## src/rtl/fetch_queue.sv

```systemverilog
// Instruction fetch queue: issues one-cycle-latency fetches under a credit limit,
// buffers {pc,inst} pairs for decode, and flushes on redirect or reset.
module fetch_queue #(
  parameter int          DEPTH    = 4,
  parameter logic [31:0] PC_RESET = 32'h0000_0000
) (
  input  logic        clk,
  input  logic        rst,
  output logic        imem_req,
  output logic [31:0] imem_addr,
  input  logic        imem_ready,
  input  logic        imem_rvalid,
  input  logic [31:0] imem_rdata,
  input  logic        redirect_valid,
  input  logic [31:0] redirect_pc,
  output logic        out_valid,
  output logic [31:0] out_pc,
  output logic [31:0] out_inst,
  input  logic        out_ready
);

  localparam int AW = (DEPTH > 1) ? $clog2(DEPTH) : 1;
  localparam int CW = AW + 1;
  localparam logic [CW:0] DEPTH_C = (CW+1)'(DEPTH);

  typedef struct packed {
    logic [31:0] pc;
    logic [31:0] inst;
  } fq_entry_t;

  fq_entry_t       mem [DEPTH];
  logic [AW-1:0]   wr_ptr, rd_ptr;
  logic [CW-1:0]   count;
  logic            inflight_q;
  logic [31:0]     inflight_pc;
  logic [31:0]     fetch_pc;
  logic [CW:0]     credit_used;
  logic            accept, push, pop;

  // An in-flight fetch already owns a slot, so it counts against the queue.
  assign credit_used = {1'b0, count} + {{CW{1'b0}}, inflight_q};
  assign imem_req    = !rst && !redirect_valid && (credit_used < DEPTH_C);
  assign imem_addr   = fetch_pc;
  assign accept      = imem_req && imem_ready;
  assign push        = imem_rvalid && inflight_q && !redirect_valid && !rst;
  assign pop         = out_valid && out_ready && !redirect_valid;

  assign out_valid   = (count != '0);
  assign out_pc      = out_valid ? mem[rd_ptr].pc   : 32'h0;
  assign out_inst    = out_valid ? mem[rd_ptr].inst : 32'h0;

  always_ff @(posedge clk) begin
    if (rst) begin
      fetch_pc    <= PC_RESET;
      inflight_q  <= 1'b0;
      inflight_pc <= PC_RESET;
      count       <= '0;
      wr_ptr      <= '0;
      rd_ptr      <= '0;
    end else if (redirect_valid) begin
      fetch_pc    <= {redirect_pc[31:2], 2'b00};
      inflight_q  <= 1'b0;
      count       <= '0;
      wr_ptr      <= '0;
      rd_ptr      <= '0;
    end else begin
      inflight_q <= accept;
      if (accept) begin
        inflight_pc <= fetch_pc;
        fetch_pc    <= fetch_pc + 32'd4;
      end
      if (push) wr_ptr <= wr_ptr + 1'b1;
      if (pop)  rd_ptr <= rd_ptr + 1'b1;
      case ({push, pop})
        2'b10:   count <= count + 1'b1;
        2'b01:   count <= count - 1'b1;
        default: count <= count;
      endcase
    end
  end

  always_ff @(posedge clk) begin
    if (push) mem[wr_ptr] <= '{pc: inflight_pc, inst: imem_rdata};
  end

endmodule

```

## config.mk

```make
export PLATFORM = sky130hd
export DESIGN_NAME = fetch_queue
export DESIGN_NICKNAME = d
export VERILOG_FILES = /design/src/rtl/fetch_queue.sv
export SDC_FILE = /design/constraint.sdc
export NUM_CORES = 1
export LEC_CHECK = 0
export BUFFER_PORTS_ARGS = -buffer_cell sky130_fd_sc_hd__buf_2
export CAP_MARGIN = 15
export CELL_PAD_IN_SITES_DETAIL_PLACEMENT = 1
export CELL_PAD_IN_SITES_GLOBAL_PLACEMENT = 1
export CORE_MARGIN = 2
export CORE_UTILIZATION = 52
export CTS_CLUSTER_DIAMETER = 120
export CTS_CLUSTER_SIZE = 12
export DETAILED_ROUTE_END_ITERATION = 12
export MAX_ROUTING_LAYER = met4
export PLACE_DENSITY = 0.88
export SYNTH_ARGS = -nofsm -noshare
export SYNTH_HDL_FRONTEND = slang
export SYNTH_SLANG_ARGS = --single-unit
export TNS_END_PERCENT = 50
```

## constraint.sdc

```tcl
create_clock -name clk -period 9.9 [get_ports clk]
set_clock_uncertainty 0.15 [all_clocks]
set_input_delay 1.98 -clock clk [delete_from_list [all_inputs] [get_ports clk]]
set_output_delay 1.98 -clock clk [all_outputs]
set_load 0.02 [all_outputs]
```

; Word level (Yosys, flattened, before mapping)
; Memory sizes are Yosys's and may differ from the RTL's. A register that Yosys moved wholly into a read port is not among the register bits.
; Index checks and enable logic that the tools add are counted.
[classes]
bitwise = 1
div_mod_pow = 0
muxes = 9
reduce_logical = 15
n_addsub = 6
n_mul = 0
shifts = 0
eq_ne = 2
order_cmp = 1
[op_table]
columns = operator, count
row1 = $mux 32, 4
row2 = $add 32x3->32 const B, 1
row3 = $logic_and 1x1->1, 8
row4 = $pmux 3 s2, 1
row5 = $add 2x1->2 const B, 2
row6 = $add 3x1->4, 1
row7 = $lt 4x3->1 const B, 1
row8 = $mux 2, 2
row9 = $reduce_bool 2->1, 2
row10 = $add 3x1->3 const B, 1
row11 = $reduce_bool 3->1, 1
row12 = $sub 3x1->3 const B, 1
row13 = $eq 2x1->1 const B, 1
row14 = $eq 2x2->1 const B, 1
row15 = $logic_not 1->1, 2
row16 = $mux 1, 2
row17 = $reduce_and 2->1, 1
row18 = $reduce_or 2->1, 1
row19 = $not 1->1, 1
[totals]
n_memories = 1
regBits = 72
latchBits = 0
mem_bits_ro = 0
mem_bits_rw = 256
[memory_table]
columns = name, words, width, read_ports, rd_ports_with_merged_regs, write_ports, line_no
row1 = mem, 4, 64, 1, 1, 1, 31  ; fq_entry_t mem [DEPTH];

; Depth between registers and ports, before layout
[depth]
depth_word = 6
ltp_mapped = 10
depth_no_buf = 10

; Worst setup path before layout
; No wires, ideal clock.
[synth_timing]
path_kind = input-to-output
from = input rst
to = output imem_req
t_arrival_ns = 2.774
stages = 3
path_slack_ns = 4.996
n_path_buf = 0
cell_sequence = inv_1 -> nand2_1 -> nor3_1
[synth_between]
elab_chain_cells = 3
[synth_lines]
columns = element, line_no
row1 = from (decl), 8  ; input logic rst,
row2 = $logic_not 1->1, 42  ; assign imem_req = !rst && !redirect_valid && (credit_used < DEPTH_C);
row3 = $logic_and 1x1->1 (2 in series), 42
row4 = to (decl), 9  ; output logic imem_req,
; Every way passes these cells.

; Final worst setup path
[layout_timing]
from = input redirect_valid
to = output imem_req
[layout_between]
elab_chain_cells = 3
[layout_lines]
columns = element, line_no
row1 = from (decl), 14  ; input logic redirect_valid,
row2 = $logic_not 1->1, 42
row3 = $logic_and 1x1->1 (2 in series), 42
; Every way passes these cells.

==> results.py <==
metrics = {
    "global_route": {
        "gr-total-overflow": 0,
        "antenna_found_initial": 1,
        "grt_max_degree": 64,
        "grt_pass1_vias": 7981,
        "met1_usage_pct": 32.64,
        "grt_usage_pct": 23.32,
        "met3_usage_pct": 3.377,
        "grt_first_pass_wirelength_um": 45130,
        "gr-usage-met2_pct": 36.58,
        "busiest_layer": "met2",
    },
    "worst_setup_path": {
        "path_cells": "buf_2 -> buf_4 -> inv_1 -> nand2_1 -> nor3_1 -> buf_2",
        "worst-path-max-fanout": 31,
        "worstPathRequired_ps": 7770,
        "crit_path_top_delay_cell": "inv_1",
        "path_delay_family": "buffers and inverters",
        "critPathBufInv": 4,
        "cpPeakStageDelay_ps": 610,
        "r2r_slack_ps": 7200,
        "end_kind": "output pin",
        "r2r_cells": 8,
        "critPathKind": "in -> out",
        "arrival_ps": 3960,
        "critPathCapture": "imem_req",
        "cp.depth": 6,
        "path_common_cell": "buf_2",
        "cp-startpoint": "redirect_valid",
        "cp-start-kind": "input port",
        "reg2reg_to": "count[2]$_SDFFE_PP0P_",
        "r2r_start": "count[2]$_SDFFE_PP0P_",
    },
    "drt": {
        "viasPerCell": 5.730,
        "drt_pass1_iterations": 4,
        "vias": 7500,
        "drc": 0,
        "postRouteAntennaNets": 0,
        "detail_route.wl_per_cell_um": 21.91,
        "wl_um": 28680,
        "drtIter0Drc": 466,
    },
    "place": {
        "place.gp.congestion": 0.8001,
        "placement.io_buffers": 161,
        "placed_area_um2": 13730,
        "hpwl_um": 17380,
    },
    "floorplanning": {
        "fp.dieW_um": 160.0,
        "num_rows": 57,
        "fp.dieH_um": 160.0,
        "initial_core_util_pct": 52.48,
        "core_area_um2": 24110,
        "top_level_ports": 168,
        "dieArea_um2": 25590,
    },
    "power_and_ir_drop": {
        "peakVddDrop_uv": 112.5,
        "p_per_area_nw_per_um2": 176.8,
        "p_leak_nw": 4.916,
    },
    "timing": {
        "holdWs_ps": 356.1,
        "rsz0062_at_grt": "no",
        "tightest_slew_ps": 971.6,
        "layout_min_cycle_time_ps": 6095,
        "setup_tns_ps": 0,
        "maxSlewHeadroom_pct": 35.22,
        "report.final.slew_viol_count": 0,
        "hold_violations": 0,
        "setup_viol_count_final": 0,
        "fin_crit_sh_pct": 61.56,
        "max_freq_mhz": 164.1,
    },
    "yosys": {
        "syn_inst": 805,
        "synth_warnings": 0,
        "synth_top_area_cell": "edfxtp_1",
        "synthTopCellsByCount": "edfxtp_1 (248), nand2_1 (98), dfxtp_1 (70)",
        "synth_most_common_cell": "edfxtp_1",
        "netlist_top_cells_area": "edfxtp_1 (59%), dfxtp_1 (11%), mux4_2 (11%), nor2b_1 (3.1%), nand2_1 (2.9%)",
        "yosys_register_bits": 318,
        "ys_seq_area_share_pct": 69.95,
        "syn_avg_cell_area_um2": 15.71,
        "synthFlopType": "edfxtp_1",
        "synthArstFlopShare_pct": 0,
        "synth.top_cell.area_share_pct": 58.87,
        "synth_edf_count": 248,
        "syn_area_um2": 12650,
        "synth_cell_type_count": 57,
    },
    "finish": {
        "final_core_util_pct": 60.60,
        "nets": 1038,
        "drive_gt1_share_pct": 28.76,
        "fillCellCount": 2344,
        "fin_area_um2": 14610,
        "syn_to_final_growth_pct": 15.48,
    },
    "clock_tree": {
        "cts_setup_buffers": 0,
        "path_clk_slew_ps": 60,
        "cts_buffer_depth": 3,
        "root_buffer": "clkbuf_16",
        "htreeDepth": 1,
        "cts_buffers": 30,
        "cts_tree": "done",
        "clock_latency_ps": 530,
        "cts_resized": 0,
        "clock-sinks": 318,
        "hold_buffers": 0,
    },
    "worst_hold_path": {
        "min_path_type": "reg -> reg",
    },
    "flow_run": {
        "drv_cap": 0,
    },
    "status": {
        "status": "finished, final reports clean",
    },
}
-- state kept, by name (all words and copies together), names as in the netlist, named ones only --
name / flops
inflight_q: 1
rd_ptr: 2
imem_addr: 30
inflight_pc: 30
count: 3
wr_ptr: 2
mem: 248
-- worst register-to-register path: cells and delay by family (launching register included) --
family | cells | cell delay (ps)
and+or+nand+nor | 3 | 910
adders and majority gates | 2 | 680
DFF | 1 | 500
xor gates and xnor gates | 1 | 160
AOI/OAI and AO/OA | 1 | 150
buffers and inverters | 1 | 70
-- power by group --
part	internal [mW]	switching [mW]	total [mW]
clock network	0.583	0.458	1.04
registers	1.44	0.0182	1.46
logic	0.0300	0.0518	0.0819
total	2.05	0.528	2.58
-- area by class of cell --
class	instances	area [um2]	area share [%]
Timing Repair Buffer	167	850.8	5.824
Tap cell	324	405.4	2.775
Clock inverter	1	8.758	0.05996
Inverter	15	56.30	0.3854
Multi-Input combinational cell	429	3568	24.43
Antenna cell	1	2.502	0.01713
Clock buffer	54	862.1	5.901
Sequential cell	318	8853	60.61
-- cell usage in the layout (no fill, tap or decap), types with 3 or more instances in the layout --
master	Yosys	layout
edfxtp_1	248	248
buf_2	12	161
nand2_1	98	98
dfxtp_1	70	68
mux4_2	62	62
nor2b_1	62	62
a21oi_1	48	48
clkbuf_16	0	31
nor2_1	25	25
clkbuf_1	26	23
inv_1	14	14
nand4_1	10	10
xnor2_1	10	10
nand3_1	9	9
and3_1	7	7
nor4_1	6	6
ha_1	6	6
buf_4	4	6
and4_1	5	5
xor2_1	5	5
and2_4	0	4
nor3_1	5	4
or3_1	4	4
o211ai_1	4	4
mux2i_1	4	4
conb_1	1	4
nor3_2	2	3
a32oi_1	3	3
a221oi_1	3	3
a311o_1	3	3
a31oi_1	3	3
a21o_1	3	3
a211oi_1	3	3
-- kinds of logic (layout without fill, tap and decap cells) --
kind of cell               Yosys count  in the layout  share of synthesized area (%)
DFF                                318            318                          69.95
and+or+nand+nor                    248            248                          10.22
AOI/OAI and AO/OA                   87             87                          4.431
muxes                               68             68                          11.53
buffers and inverters               61            237                          2.047
xor gates and xnor gates            15             15                          1.039
adders and majority gates            7              7                         0.7517
other                                1              5                        0.02965
-- how the worst min path moves through the flow --
stage	startpoint	endpoint	slack, ps	depth (start not counted)
2_1_floorplan	inflight_pc[2]$_SDFFE_PP0P_	mem[0][34]$_DFFE_PP_	310	0
5_1_grt	inflight_pc[23]$_SDFFE_PP0P_	mem[0][55]$_DFFE_PP_	380	0
3_5_place_dp	inflight_pc[11]$_SDFFE_PP0P_	mem[3][43]$_DFFE_PP_	340	0
4_1_cts	inflight_pc[11]$_SDFFE_PP0P_	mem[3][43]$_DFFE_PP_	360	0
6_report	inflight_pc[11]$_SDFFE_PP0P_	inflight_pc[11]$_SDFFE_PP0P_	360	2
3_3_place_gp	inflight_pc[2]$_SDFFE_PP0P_	mem[2][34]$_DFFE_PP_	320	0
-- metal layers --
layer | part of all wire, % | routed length (um) | vias to the layer above
met2 | 48 | 13800 | 265
li1 | - | - | 3380
met3 | 5.9 | 1682 | 37
met5 | 0 | 0 | -
met1 | 44 | 12710 | 3818
met4 | 1.7 | 486 | 0
-- stage by stage --
step | setup slack, ps | std cells | total power [mW]
2_1_floorplan | 4996 | 808 | 1.528
3_3_place_gp | 3856 | 1253 | 1.565
3_5_place_dp | 3848 | 1253 | 1.569
4_1_cts | 3801 | 1308 | 2.600
5_1_grt | 3643 | 1309 | 2.659
6_report | 3805 | 1309 | 2.583
Power figures use the tool's default switching activity.
